[config.mk]
export PLATFORM = sky130hd
export DESIGN_NAME = sub_serial
export DESIGN_NICKNAME = d
export VERILOG_FILES = /design/src/rtl/sub_serial.sv
export SDC_FILE = /design/constraint.sdc
export NUM_CORES = 1
export LEC_CHECK = 0
export CORE_UTILIZATION = 45
export CTS_CLUSTER_DIAMETER = 40
export DETAILED_ROUTE_END_ITERATION = 10
export GPL_TIMING_DRIVEN = 0
export PLACE_DENSITY_LB_ADDON = 0.25
export SYNTH_ARGS = -nofsm -noshare
export SYNTH_HDL_FRONTEND = slang
export SYNTH_SLANG_ARGS = --single-unit
[constraint.sdc]
create_clock -name clk -period 1.2 [get_ports clk]
set_input_delay 0.12 -clock clk [delete_from_list [all_inputs] [get_ports clk]]
set_output_delay 0.12 -clock clk [all_outputs]
set_load 0.005 [all_outputs]
[src/rtl/sub_serial.sv]
// sub_serial: digit-serial subtractor computing o = g - e (mod 2^N).
// Operands arrive W bits per clock, LSB digit first. A single borrow
// flip-flop chains the digits, so one operation takes CC = N/W cycles
// and needs only W full-subtractor cells.
//
// Handshake: start is sampled only in IDLE and the digit 0 operands are
// taken on that same edge. Each later edge in RUN takes one more digit.
// start is ignored while busy. valid is a one-cycle pulse that marks the
// first cycle in which o/borrow_out carry a new result. A new start may be
// issued in the valid cycle. o/borrow_out hold their value until the next
// completion.
module sub_serial #(
  parameter int N = 8,
  parameter int W = 1
) (
  input  logic         clk,
  input  logic         rst,
  input  logic         start,
  input  logic [W-1:0] g_input,
  input  logic [W-1:0] e_input,
  output logic [N-1:0] o,
  output logic         borrow_out,
  output logic         valid,
  output logic         busy
);

  localparam int CC = N / W;
  localparam int CW = $clog2(CC + 1);

  // Reject digit widths that do not evenly tile the operand.
  if ((W < 1) || (W > N) || ((N % W) != 0)) begin : g_bad_param
    $error("sub_serial: W must satisfy 1 <= W <= N and N mod W == 0");
  end

  typedef enum logic {
    S_IDLE = 1'b0,
    S_RUN  = 1'b1
  } state_t;

  state_t         r_state;
  logic [CW-1:0]  r_cnt;
  logic           r_borrow;
  logic [N-1:0]   r_shift;

  logic           w_borrow_in;
  logic [W:0]     w_diff;
  logic [N+W-1:0] w_cat;
  logic [N-1:0]   w_shift_next;
  logic           w_take;
  logic           w_last;
  logic           w_unused;

  // The first digit of an operation never has an incoming borrow.
  assign w_borrow_in  = (r_state == S_RUN) ? r_borrow : 1'b0;
  // W-bit subtract; the extra top bit is the outgoing borrow.
  assign w_diff       = {1'b0, g_input} - {1'b0, e_input} - {{W{1'b0}}, w_borrow_in};
  // New digit enters at the MSB end, the register moves right by W.
  assign w_cat        = {w_diff[W-1:0], r_shift};
  assign w_shift_next = w_cat[N+W-1:W];
  // The lowest W bits fall off the end of the shift.
  assign w_unused     = ^w_cat[W-1:0];

  // A digit is consumed on an accepted start in IDLE and on every RUN edge.
  assign w_take = (r_state == S_IDLE) ? start : 1'b1;
  // Last digit: immediately when one digit covers the operand, else at CC-1.
  assign w_last = (r_state == S_IDLE) ? (CC == 1) : (r_cnt == CW'(CC - 1));

  // Control FSM, datapath registers and registered outputs.
  always_ff @(posedge clk or negedge rst) begin
    if (!rst) begin
      r_state    <= S_IDLE;
      r_cnt      <= '0;
      r_borrow   <= 1'b0;
      r_shift    <= '0;
      o          <= '0;
      borrow_out <= 1'b0;
      valid      <= 1'b0;
      busy       <= 1'b0;
    end else begin
      valid <= 1'b0;
      if (w_take) begin
        r_shift <= w_shift_next;
        if (w_last) begin
          o          <= w_shift_next;
          borrow_out <= w_diff[W];
          valid      <= 1'b1;
          busy       <= 1'b0;
          r_state    <= S_IDLE;
          r_cnt      <= '0;
          r_borrow   <= 1'b0;
        end else begin
          r_borrow <= w_diff[W];
          r_cnt    <= r_cnt + CW'(1);
          r_state  <= S_RUN;
          busy     <= 1'b1;
        end
      end
    end
  end

endmodule

Yosys cells after proc, flatten, opt, wreduce, memory -nomap -nowiden. Cells that the tools add are included.

Eq/ne operators: 1. Muxes and demuxes: 8. $add $sub $neg: 3. Reduce and logical (&&, ||, !) cells: 1.

Operators with widths (number): 1-bit two-way mux (7); 4-bit by 1-bit adder with 4-bit output, second input constant (1); 4-bit by 3-bit == test with 1-bit output, second input constant (1); 4-bit two-way mux (1); 2-bit AND reduction (1); 1-bit by 1-bit subtractor with 2-bit output (1); 2-bit by 1-bit subtractor with 2-bit output (1).

Logic and storage cells: 20. Bits in registers: 24. Output and inout bits: 11.

Logic depth before layout (Yosys ltp). Gate-level depths: netlist of run 1.

Word-level depth: 4. Depth in mapped cells: 5. Gate-level depth less buffers: 5.

Worst setup path before layout of run 1. Ideal clock, no wire load.

Path kind: register to register. From: register r_state. To: register r_cnt[1]. Setup slack: -0.078 ns. Buffers on the path: 1. Clock period less this slack: 1.278 ns. Library setup time: 0.128 ns. Stages on the path, launching flop included: 4. Arrival: 1.150 ns. Cell sequence: dfrtp_1 nor2_2 buf_2 mux2_1.

Word-level cells in the longest chain between the ends: 2. Elaborated cells on any way between the ends: 3. Classes of those cells: 3 x mux.

RTL lines: start: declaration (line 40) `state_t r_state;`; start signal: assignment (line 71) `r_state <= S_IDLE;`; start signal: assignment (line 88) `r_state <= S_IDLE;`; start signal: assignment (line 94) `r_state <= S_RUN;`; 1-bit two-way mux (line 66) `assign w_last = (r_state == S_IDLE) ? (CC == 1) : (r_cnt == CW'(CC - 1));`; 4-bit two-way mux (line 83) `if (w_last) begin`; end signal: assignment (line 93) `r_cnt <= r_cnt + CW'(1);`; end: declaration (line 41) `logic [CW-1:0] r_cnt;`.

Parallel ways exist; a longest one is shown, timed or not. A chain may end at the register's enable or synchronous reset.

Final worst setup path of run 1.
From: register r_state. To: register r_shift[5].

Word-level cells in the longest chain between the ends: 1.

RTL lines: 1-bit two-way mux (line 64) `assign w_take = (r_state == S_IDLE) ? start : 1'b1;`; end signal: assignment (line 82) `r_shift <= w_shift_next;`; end: declaration (line 43) `logic [N-1:0] r_shift;`.

No other way between the ends.

==> run_summary.xml, run 1 <==
<?xml version="1.0" encoding="UTF-8"?>
<metrics>
  <group name="placed_design">
    <metric name="place_hpwl" unit="µm">953</metric>
    <metric name="placement.setup.worst_slack" unit="ns">-0.243</metric>
    <metric name="numPortBuffers" unit="">15</metric>
    <metric name="instance_area_after_placement" unit="µm²">1090</metric>
    <metric name="place_congestion" unit="">0.708</metric>
    <metric name="place.detailed.instances" unit="">118</metric>
  </group>
  <group name="drt">
    <metric name="route.antenna.remaining_nets" unit="">0</metric>
    <metric name="firstDrtPassIters" unit="">4</metric>
    <metric name="drc_errors" unit="">0</metric>
    <metric name="wl_cell" unit="µm">13.2</metric>
    <metric name="violation_count_after_the_first_detailed_route_iteration" unit="">3</metric>
    <metric name="num_vias" unit="">647</metric>
    <metric name="routed_wirelength" unit="µm">1750</metric>
    <metric name="post_drt_via_cell_ratio" unit="">4.86</metric>
  </group>
  <group name="sta">
    <metric name="worst_slew_pin_slew" unit="ns">0.977</metric>
    <metric name="min_period" unit="ns">1.30</metric>
    <metric name="grt_setup_unrepaired" unit="">yes</metric>
    <metric name="period_share" unit="%">108</metric>
    <metric name="postLayoutSetupSlackWorst" unit="ns">-0.0991</metric>
    <metric name="final_count_of_negative_setup_slack_endpoints" unit="">11</metric>
    <metric name="max_slew_violation_count" unit="">0</metric>
    <metric name="slew_headroom" unit="%">34.8</metric>
    <metric name="fin_skew" unit="ns">0.00580</metric>
    <metric name="setup_total_negative_slack" unit="ns">-0.731</metric>
    <metric name="timing_hold_violations_final" unit="">23</metric>
    <metric name="final.hold.worst_slack" unit="ns">-0.0437</metric>
    <metric name="max_freq" unit="MHz">770</metric>
  </group>
  <group name="logic_synthesis">
    <metric name="post_synthesis_average_cell_area" unit="µm²">11.6</metric>
    <metric name="yosys.cell_types.count" unit="">18</metric>
    <metric name="synth.cell_area" unit="µm²">907</metric>
    <metric name="ys.flop_type" unit="">dfrtp_1</metric>
    <metric name="post_synth_edffs" unit="">0</metric>
    <metric name="seq_area_frac_synth" unit="%">63.4</metric>
    <metric name="synth_warnings" unit="">0</metric>
    <metric name="async_flop_share" unit="%">100</metric>
    <metric name="post_synth_inst_count" unit="">78</metric>
    <metric name="yosys_register_bits" unit="">23</metric>
    <metric name="syn-num-nets" unit="">85</metric>
  </group>
  <group name="critical_path">
    <metric name="worst-setup-path-type" unit="">register to register</metric>
    <metric name="cp.required" unit="ns">1.39</metric>
    <metric name="critical_path.endpoint_type" unit="">register</metric>
    <metric name="timing.critical_path.arrival" unit="ns">1.49</metric>
    <metric name="worst_setup_path_start_kind" unit="">register</metric>
    <metric name="worst-path-max-fanout" unit="">8</metric>
  </group>
  <group name="clock_network">
    <metric name="cts_root_buf" unit="">clkbuf_4</metric>
    <metric name="clk_transition_reported_paths" unit="ns">0.12</metric>
    <metric name="tritoncts.num_buffers" unit="">3</metric>
    <metric name="tritoncts" unit="">done</metric>
    <metric name="htree_levels" unit="">1</metric>
    <metric name="cts_hold_buffers" unit="">0</metric>
    <metric name="clockBufferDepth" unit="">2</metric>
    <metric name="clkSinkCount" unit="">23</metric>
    <metric name="clock_latency" unit="ns">0.30</metric>
  </group>
  <group name="layout">
    <metric name="fill_count" unit="">138</metric>
    <metric name="final_layout_size_suffix_gt1_share" unit="%">38.0</metric>
    <metric name="layout.cells.most_common_list" unit="">dfrtp_1 (22), nand2_1 (21), dlygate4sd2_1 (10)</metric>
    <metric name="n_antenna_cell" unit="">0</metric>
    <metric name="layout_commonest_cell" unit="">dfrtp_1</metric>
    <metric name="final-instance-count-excl-fill" unit="">133</metric>
    <metric name="post_route_standard_cell_area_excluding_fillers" unit="µm²">1300</metric>
    <metric name="flow.area_growth_from_synthesis" unit="%">43.0</metric>
    <metric name="final_nets" unit="">116</metric>
    <metric name="finish.utilization" unit="%">72.0</metric>
  </group>
  <group name="power_and_ir_drop">
    <metric name="power.ir.vdd_worst" unit="µV">1560</metric>
    <metric name="power_per_cell_area" unit="nW/µm²">2570</metric>
    <metric name="p_leak" unit="nW">0.652</metric>
  </group>
  <group name="floorplan">
    <metric name="row_count" unit="">15</metric>
    <metric name="initial_utilization" unit="%">50.3</metric>
    <metric name="die_height" unit="µm">46.9</metric>
    <metric name="core" unit="µm²">1800</metric>
    <metric name="die_x" unit="µm">46.9</metric>
    <metric name="die-area" unit="µm²">2200</metric>
    <metric name="design.portCount" unit="">16</metric>
  </group>
  <group name="global_routing">
    <metric name="globalRoute.totalOverflow" unit="">0</metric>
    <metric name="global_route.usage.met3" unit="%">4.62</metric>
    <metric name="grt_pass1_vias" unit="">618</metric>
    <metric name="busiest_layer" unit="">met2</metric>
    <metric name="antenna_found_initial" unit="">0</metric>
    <metric name="grt_max_degree" unit="">24</metric>
    <metric name="grtUsageMet1" unit="%">21.3</metric>
    <metric name="globalRouteMet2Util" unit="%">25.6</metric>
    <metric name="grt_pass1_wl" unit="µm">2550</metric>
    <metric name="track_usage" unit="%">16.8</metric>
  </group>
  <group name="run_status">
    <metric name="run_status" unit="">finished with violations</metric>
    <metric name="violations" unit="">negative hold slack, negative setup slack</metric>
  </group>
  <group name="hold_path">
    <metric name="hold_path.class" unit="">primary input to asynchronous set/reset pin</metric>
  </group>
  <group name="flow_run">
    <metric name="number_of_max_capacitance_violations_reported" unit="">0</metric>
  </group>
</metrics>
-- final timing paths --
| kind | start | to | slack, ns | depth (start not counted) |
|---|---|---|---|---|
| max in group asynchronous | rst | r_state | 0.59 | 1 |
| hold reg to reg | o[3] | o[3] | 0.48 | 2 |
| hold / removal | rst | o[2] | -0.04 | 1 |
| setup reg to reg | r_state | r_shift[5] | -0.1 | 4 |
| setup / recovery | r_state | r_shift[5] | -0.1 | 4 |
| min in group clk | o[3] | o[3] | 0.48 | 2 |
-- per-stage QoR --
| step | total power [mW] | hold WS, ns |
|---|---|---|
| 6_report | 3.33 | -0.0437 |
| 3_3_place_gp | 2.45 | 0.449 |
| 5_1_grt | 3.59 | 0.0446 |
| 2_1_floorplan | 1.99 | -0.176 |
| 3_5_place_dp | 2.50 | 0.453 |
| 4_1_cts | 2.98 | 0.378 |
-- final cells by class --
| class | count | area, µm² | share of cell area [%] |
|---|---|---|---|
| multi-input cells | 51 | 392 | 30.2 |
| plain buffers | 2 | 26.3 | 2.03 |
| flip-flops and latches | 23 | 577 | 44.5 |
| clock buffers | 4 | 26.3 | 2.03 |
| inverters | 2 | 12.5 | 0.964 |
| repair buffers | 26 | 233 | 17.9 |
| well taps | 25 | 31.3 | 2.41 |
-- power breakdown --
group	total [mW]	leakage [nW]	switching (mW)	internal, mW
Combinational	1.55	0.359	0.605	0.946
Sequential	1.44	0.278	0.282	1.16
Clock	0.345	0.0150	0.215	0.129
-- registers in the layout (all words and copies together) (netlist names) --
| signal | cells |
|---|---|
| r_borrow | 1 |
| r_cnt | 4 |
| r_state | 1 |
| borrow_out | 1 |
| valid | 1 |
| r_shift | 7 |
| o | 8 |
-- cells by family after synthesis --
group | count (synthesis) | share of synthesized area [%]
xor gates and xnor gates | 1 | 0.966
and+or+nand+nor | 34 | 16.4
AOI/OAI and AO/OA | 6 | 3.72
muxes | 8 | 9.93
DFF | 23 | 63.4
adders and majority gates | 2 | 3.59
buffers and inverters | 4 | 1.93
-- synthesized netlist by cell type (all sizes together), types with 2 or more instances --
master | number | area (µm²)
nor2 | 2 | 12.5
mux2 | 8 | 90.1
dfrtp | 23 | 576
nand2 | 29 | 109
o21ai | 5 | 25.0
-- critical path, cell delays in order (launching register included) --
cell and delay [ns]:
dfrtp_2 0.45, buf_6 0.13, nor2_4 0.14, buf_6 0.17
mux2_4 0.31
-- routing by layer --
metal | routed length, µm | up-vias
met5 | 0 | -
met4 | 62 | 0
met3 | 53 | 6
met2 | 840 | 15
met1 | 796 | 312
li1 | - | 314
-- what timing repair did --
| action | CTS | global route |
|---|---|---|
| gates resized for setup | 21 | 25 |
| buffers inserted | 8 | 3 |
| pin swaps | 3 | 4 |
| endpoints found under the setup margin | 28 | 21 |
(Power assumes the default switching activity.)
==> run 2: changes to the inputs <==
--- a/config.mk
+++ b/config.mk
@@ -10,6 +10,7 @@
 export DETAILED_ROUTE_END_ITERATION = 10
 export GPL_TIMING_DRIVEN = 0
 export PLACE_DENSITY_LB_ADDON = 0.25
+export SKIP_LAST_GASP = 1
 export SYNTH_ARGS = -nofsm -noshare
 export SYNTH_HDL_FRONTEND = slang
 export SYNTH_SLANG_ARGS = --single-unit
==> results of run 2 <==
The final DEF is identical to that of run 1; final timing and power are the same.
